## src/rtl/sdram_pkg.sv

```systemverilog
// Shared encodings for the SDRAM request arbiter.
package sdram_pkg;

  // Command word exchanged with requesters and with the SDRAM controller.
  typedef enum logic [1:0] {
    CMD_NOP   = 2'd0,
    CMD_WRITE = 2'd1,
    CMD_READ  = 2'd2,
    CMD_RSVD  = 2'd3
  } cmd_e;

  typedef enum logic {
    ST_IDLE   = 1'b0,
    ST_ACTIVE = 1'b1
  } state_e;

  // Only READ and WRITE count as a request; NOP and the reserved code do not.
  function automatic logic is_request(logic [1:0] c);
    return (c == CMD_WRITE) || (c == CMD_READ);
  endfunction

endpackage

```

## src/rtl/round_robin_arbiter.sv

```systemverilog
// Round-robin pick: search starts one past the previous owner and wraps.
module round_robin_arbiter #(
  parameter int N  = 2,
  parameter int IW = (N > 1) ? $clog2(N) : 1
) (
  input  logic [N-1:0]  i_req,
  input  logic [IW-1:0] i_last,
  output logic [N-1:0]  o_grant,
  output logic [IW-1:0] o_idx,
  output logic          o_valid
);

  logic [IW-1:0] w_j;

  // Walk the search order backwards so the earliest hit is the last write.
  always_comb begin
    o_grant = '0;
    o_idx   = '0;
    o_valid = 1'b0;
    w_j     = '0;
    for (int k = N; k >= 1; k--) begin
      w_j = IW'((int'(i_last) + k) % N);
      if (i_req[w_j]) begin
        o_grant      = '0;
        o_grant[w_j] = 1'b1;
        o_idx        = w_j;
        o_valid      = 1'b1;
      end
    end
  end

endmodule

```

## src/rtl/sdram_arbiter.sv

```systemverilog
// Multi-requester front end for a single SDRAM controller: one transaction
// at a time, round-robin between requesters, completion beats routed back.
module sdram_arbiter
  import sdram_pkg::*;
#(
  parameter int NUM_REQUESTERS    = 2,
  parameter int READ_BURST_LENGTH = 1,
  parameter int WRITE_BURST       = 1,
  parameter int ADDRESS_WIDTH     = 22,
  parameter int DATA_WIDTH        = 16
) (
  input  logic                                         clk,
  input  logic                                         reset,
  input  logic [NUM_REQUESTERS-1:0][1:0]               req_command,
  input  logic [NUM_REQUESTERS-1:0][ADDRESS_WIDTH-1:0] req_address,
  input  logic [NUM_REQUESTERS-1:0][DATA_WIDTH-1:0]    req_write_data,
  output logic [NUM_REQUESTERS-1:0]                    req_grant,
  output logic [DATA_WIDTH-1:0]                        req_read_data,
  output logic [NUM_REQUESTERS-1:0]                    req_read_valid,
  output logic [NUM_REQUESTERS-1:0]                    req_write_done,
  output logic [1:0]                                   command,
  output logic [ADDRESS_WIDTH-1:0]                     data_address,
  output logic [DATA_WIDTH-1:0]                        data_write,
  input  logic [DATA_WIDTH-1:0]                        data_read,
  input  logic                                         data_read_valid,
  input  logic                                         data_write_done
);

  localparam int IW = (NUM_REQUESTERS > 1) ? $clog2(NUM_REQUESTERS) : 1;
  // Beat counter value on the final beat of each transaction type.
  localparam logic [2:0] RD_LAST = 3'(READ_BURST_LENGTH - 1);
  localparam logic [2:0] WR_LAST = (WRITE_BURST != 0) ? RD_LAST : 3'd0;

  state_e                    r_state;
  cmd_e                      r_cmd;
  cmd_e                      r_cmd_out;
  logic [IW-1:0]             r_owner;
  logic [IW-1:0]             r_last;
  logic [ADDRESS_WIDTH-1:0]  r_addr;
  logic [NUM_REQUESTERS-1:0] r_grant;
  logic [2:0]                r_beats;

  logic [NUM_REQUESTERS-1:0] w_req;
  logic [NUM_REQUESTERS-1:0] w_gnt;
  logic [IW-1:0]             w_idx;
  logic                      w_any;
  logic                      w_rd_beat;
  logic                      w_wr_beat;
  logic                      w_beat;
  logic                      w_last;
  logic [NUM_REQUESTERS-1:0] w_owner_oh;

  // Request vector: which requesters present a real command.
  always_comb begin
    w_req = '0;
    for (int i = 0; i < NUM_REQUESTERS; i++) w_req[i] = is_request(req_command[i]);
  end

  round_robin_arbiter #(.N(NUM_REQUESTERS), .IW(IW)) u_rr (
    .i_req   (w_req),
    .i_last  (r_last),
    .o_grant (w_gnt),
    .o_idx   (w_idx),
    .o_valid (w_any)
  );

  // Only beats matching the in-flight command count; everything else is noise.
  assign w_rd_beat  = (r_state == ST_ACTIVE) && (r_cmd == CMD_READ)  && data_read_valid;
  assign w_wr_beat  = (r_state == ST_ACTIVE) && (r_cmd == CMD_WRITE) && data_write_done;
  assign w_beat     = w_rd_beat || w_wr_beat;
  assign w_last     = w_beat && (r_beats == ((r_cmd == CMD_READ) ? RD_LAST : WR_LAST));
  assign w_owner_oh = NUM_REQUESTERS'(1) << r_owner;

  assign req_read_valid = w_rd_beat ? w_owner_oh : '0;
  assign req_write_done = w_wr_beat ? w_owner_oh : '0;
  assign req_read_data  = data_read;
  // Write data stays live so the owner can step through its burst words.
  assign data_write     = req_write_data[r_owner];
  assign command        = r_cmd_out;
  assign data_address   = r_addr;
  assign req_grant      = r_grant;

  // Transaction FSM: arbitrate in IDLE, count beats in ACTIVE.
  always_ff @(posedge clk) begin
    if (reset) begin
      r_state   <= ST_IDLE;
      r_cmd     <= CMD_NOP;
      r_cmd_out <= CMD_NOP;
      r_owner   <= '0;
      r_last    <= IW'(NUM_REQUESTERS - 1);
      r_addr    <= '0;
      r_grant   <= '0;
      r_beats   <= '0;
    end else begin
      r_grant <= '0;
      case (r_state)
        ST_IDLE: begin
          if (w_any) begin
            r_owner   <= w_idx;
            r_cmd     <= cmd_e'(req_command[w_idx]);
            r_cmd_out <= cmd_e'(req_command[w_idx]);
            r_addr    <= req_address[w_idx];
            r_grant   <= w_gnt;
            r_beats   <= '0;
            r_state   <= ST_ACTIVE;
          end
        end
        ST_ACTIVE: begin
          if (w_beat) begin
            // Controller has accepted the command once any beat arrives.
            r_cmd_out <= CMD_NOP;
            if (w_last) begin
              r_state <= ST_IDLE;
              r_last  <= r_owner;
              r_beats <= '0;
            end else begin
              r_beats <= r_beats + 3'd1;
            end
          end
        end
      endcase
    end
  end

endmodule

```

## config.mk

```make
export PLATFORM = sky130hd
export DESIGN_NAME = sdram_arbiter
export DESIGN_NICKNAME = d
export VERILOG_FILES = /design/src/rtl/sdram_pkg.sv /design/src/rtl/round_robin_arbiter.sv /design/src/rtl/sdram_arbiter.sv
export SDC_FILE = /design/constraint.sdc
export NUM_CORES = 1
export LEC_CHECK = 0
export CORE_MARGIN = 2
export CORE_UTILIZATION = 32
export DETAILED_ROUTE_END_ITERATION = 10
export PLACE_DENSITY = 0.8
export SLEW_MARGIN = 40
export SYNTH_ARGS = -nofsm -noshare
export SYNTH_HDL_FRONTEND = slang
export SYNTH_HIERARCHICAL = 1
export SYNTH_SLANG_ARGS = --single-unit
```

## constraint.sdc

```tcl
create_clock -name clk -period 1.8 [get_ports clk]
set_input_delay 0.18 -clock clk [delete_from_list [all_inputs] [get_ports clk]]
set_output_delay 0.18 -clock clk [all_outputs]
set_load 0.01 [all_outputs]
```

==> out/metrics.cfg, run 1 <==
[synthesis]
netlist_instances = 205
syn_area_mm2 = 0.00194
syn-num-nets = 307
synth_warnings = 6
synth_area_leaders = dfxtp_1 (35%), mux2i_1 (12%), mux2_2 (9.3%)
avgSynthCellArea_um2 = 9.45
synth_top_area_cell = dfxtp_1
yosysTopAreaCellShare_pct = 35.1
ys_seq_area_share_pct = 35.1
yosys.cell_types.count = 31
ys_seq_elements = 34

[detailed_routing]
initialDrtViolationCount = 45
wl_per_cell_um = 13.3
viasPerCell = 4.71
routed_wl_um = 5230
via_count = 1862
firstDrtPassIters = 4
ant_nets = 0
drc_errors = 0

[timing]
finClkSkew_ns = 0.00826
min_period_ns = 1.75
slew_headroom_pct = 80.2
tightest_slew_ns = 0.297
max_freq_ghz = 0.572
hold_viol = 0
timing.final.ws_setup_ns = 0.0528
slew_violations = 0
setup_viol_count_final = 0
holdWs_ns = 0.360
min_period_over_period_pct = 97.1

[layout]
syn2layout_area_growth_pct = 74.0
drive_gt1_share_pct = 14.1
final_util_pct = 57.3
n_antenna_cell = 0
fin_cells = 395
layout.nets = 422
nFillCells = 539

[grt]
met2_usage_pct = 27.8
use_met1_pct = 15.1
grtUsageMet3_pct = 6.04
grt_first_pass_wirelength_um = 7790
grt_antenna_before_repair = 0
busiest_layer = met2
globalRouteTotalUtil_pct = 15.1
first_global_vias = 1790
grt_overflow = 0
grt_max_degree = 37

[min_path]
worstHoldStart = data_read[2]
worstHoldPathType = in2out
holdPathStages = 0
min_to = req_read_data[2]

[clocking]
cts-root-buf = clkbuf_8
clk_path_buf_depth = 2
clock_latency_ns = 0.28
cts_tree = yes
cts_sinks = 34
cts_made_buffers = 5
hold_buffers = 0
htree_levels = 2

[critical_path]
timing.rr.end = r_last
start_kind = input port
crit_fanout = 2
cp.arrival_ns = 1.57
reg2reg_from = r_beats[0]
critical_path_class = in2out
reg2reg_slack_ns = 0.56
r2r_cells = 6
cp.required_ns = 1.62
cp-end-kind = primary output

[placed_design]
post-place-ws_ns = -0.207
dpl.hpwl_um = 4050
dp.cells = 387
place_congestion = 0.738
io_buffer_count = 129

[floorplan]
core_area_mm2 = 0.00589
row_count = 28
dieArea_mm2 = 0.00670
fp.dieW_um = 81.8
start_util_pct = 32.9
die_h_um = 81.8
ios = 162

[job]
maxCapViolations = 0

[power]
power_w = 0.00228
vdd_drop_max_mv = 0.447
power_density_mw_per_mm2 = 677
leakagePower_nw = 1.43

[outcome]
status = finished clean

[placed cells by master, fill, tap and decap left out, types with 5 or more instances in the layout]
cell type        count
a21oi_1              7
clkbuf_8             5
dfxtp_1             32
buf_4                7
nor2_1              32
dlymetal6s2s_1      14
a211oi_1            22
inv_1                5
mux2i_1             24
mux2_2              16
clkdlybuf4s50_1    112
[sequential cells by signal (all words and copies together), names as in the netlist]
register	flops
data_address	22
r_beats	3
command	2
r_cmd	2
req_grant	2
r_last	1
r_owner	1
r_state	1
[power breakdown]
part | internal (W) | leakage (nW) | switching, W | total, W
registers | 0.000840 | 0.282 | 0.0000505 | 0.000891
clock network | 0.000259 | 0.0438 | 0.000254 | 0.000513
logic | 0.000535 | 1.10 | 0.000344 | 0.000879
total | 0.00163 | 1.43 | 0.000648 | 0.00228
[cell families after synthesis]
family,after synthesis,share of synthesized area [%]
muxes,40,21.7
DFF,34,35.1
xor gates and xnor gates,4,1.81
AOI/OAI and AO/OA,36,13.5
and+or+nand+nor,52,14.3
adders and majority gates,2,1.29
buffers and inverters,37,12.3
[critical path, stage by stage]
cell,delay (ns)
clkdlybuf4s50_1,0.54
nand4b_1,0.15
nor2_1,0.14
clkdlybuf4s50_1,0.55
[cell type report]
cell class | instances | area [um^2] | area share [%]
inverter | 5 | 18.8 | 0.556
tap | 75 | 93.8 | 2.78
multi-input combinational | 134 | 1040 | 30.9
timing repair buffer | 140 | 1460 | 43.1
sequential | 34 | 683 | 20.3
clock inverter | 2 | 10.0 | 0.297
clock buffer | 5 | 68.8 | 2.04
[how the worst max path moves through the flow]
| stage | start | to | slack (ns) | depth (start not counted) |
|---|---|---|---|---|
| final | data_write_done | req_write_done[0] | 0.05 | 4 |
| after global routing | r_cmd[1] | req_write_done[0] | -0.03 | 3 |
| after CTS | r_owner | data_write[7] | 0.0005 | 3 |
| after detailed placement | req_command[0] | data_address[1] | -0.21 | 7 |
| after global placement | req_command[0] | data_address[13] | -0.14 | 7 |
| after floorplan | req_command[2] | data_address[14] | 0.43 | 6 |
[metal layers]
layer	part of all wire, %	wire (um)	up-vias
li1	-	-	934
met3	13	670	8
met2	50	2620	102
met4	1.1	55	0
met5	0	0	-
met1	36	1890	818
[synth_stat cells (all sizes together)]
master   number
o2111ai       1
ha            2
xor2          2
nor2         32
dfxtp        34
nor3          4
nand2         4
a211oi       22
nand4b        1
mux2         16
nand3         1
or2           1
a31oi         1
a21boi        2
inv           5
a21oi         8
nor4          2
nor2b         1
xnor2         2
a31o          1
nand2b        1
clkbuf        4
o21ai         1
mux2i        24
nor3b         2
buf          28
nand3b        3
[through the flow]
stage	instance area, um^2	TNS [ns]
floorplan	1940	0
CTS	3320	0
detailed placement	3250	-4.25
global route	3370	-0.0344
global placement	3250	-2.97
finish	3370	0
[repair_timing]
| item | CTS | global route |
|---|---|---|
| setup buffers | 0 | 1 |
| pin swaps | 0 | 1 |
| gates resized for setup | 5 | 15 |
| setup endpoints to repair | 18 | 36 |
Power figures use the tool's default switching activity.
==> run 2: changes to the inputs <==
Settings changed: SLEW_MARGIN 40 to 25.
==> results of run 2 <==
The final DEF is identical to that of run 1; final timing and power are the same.
==> run 3: changes to the inputs <==
Settings changed: CTS_CLUSTER_DIAMETER set to 30.
==> results of run 3 <==
The final DEF is identical to that of run 1; final timing and power are the same.
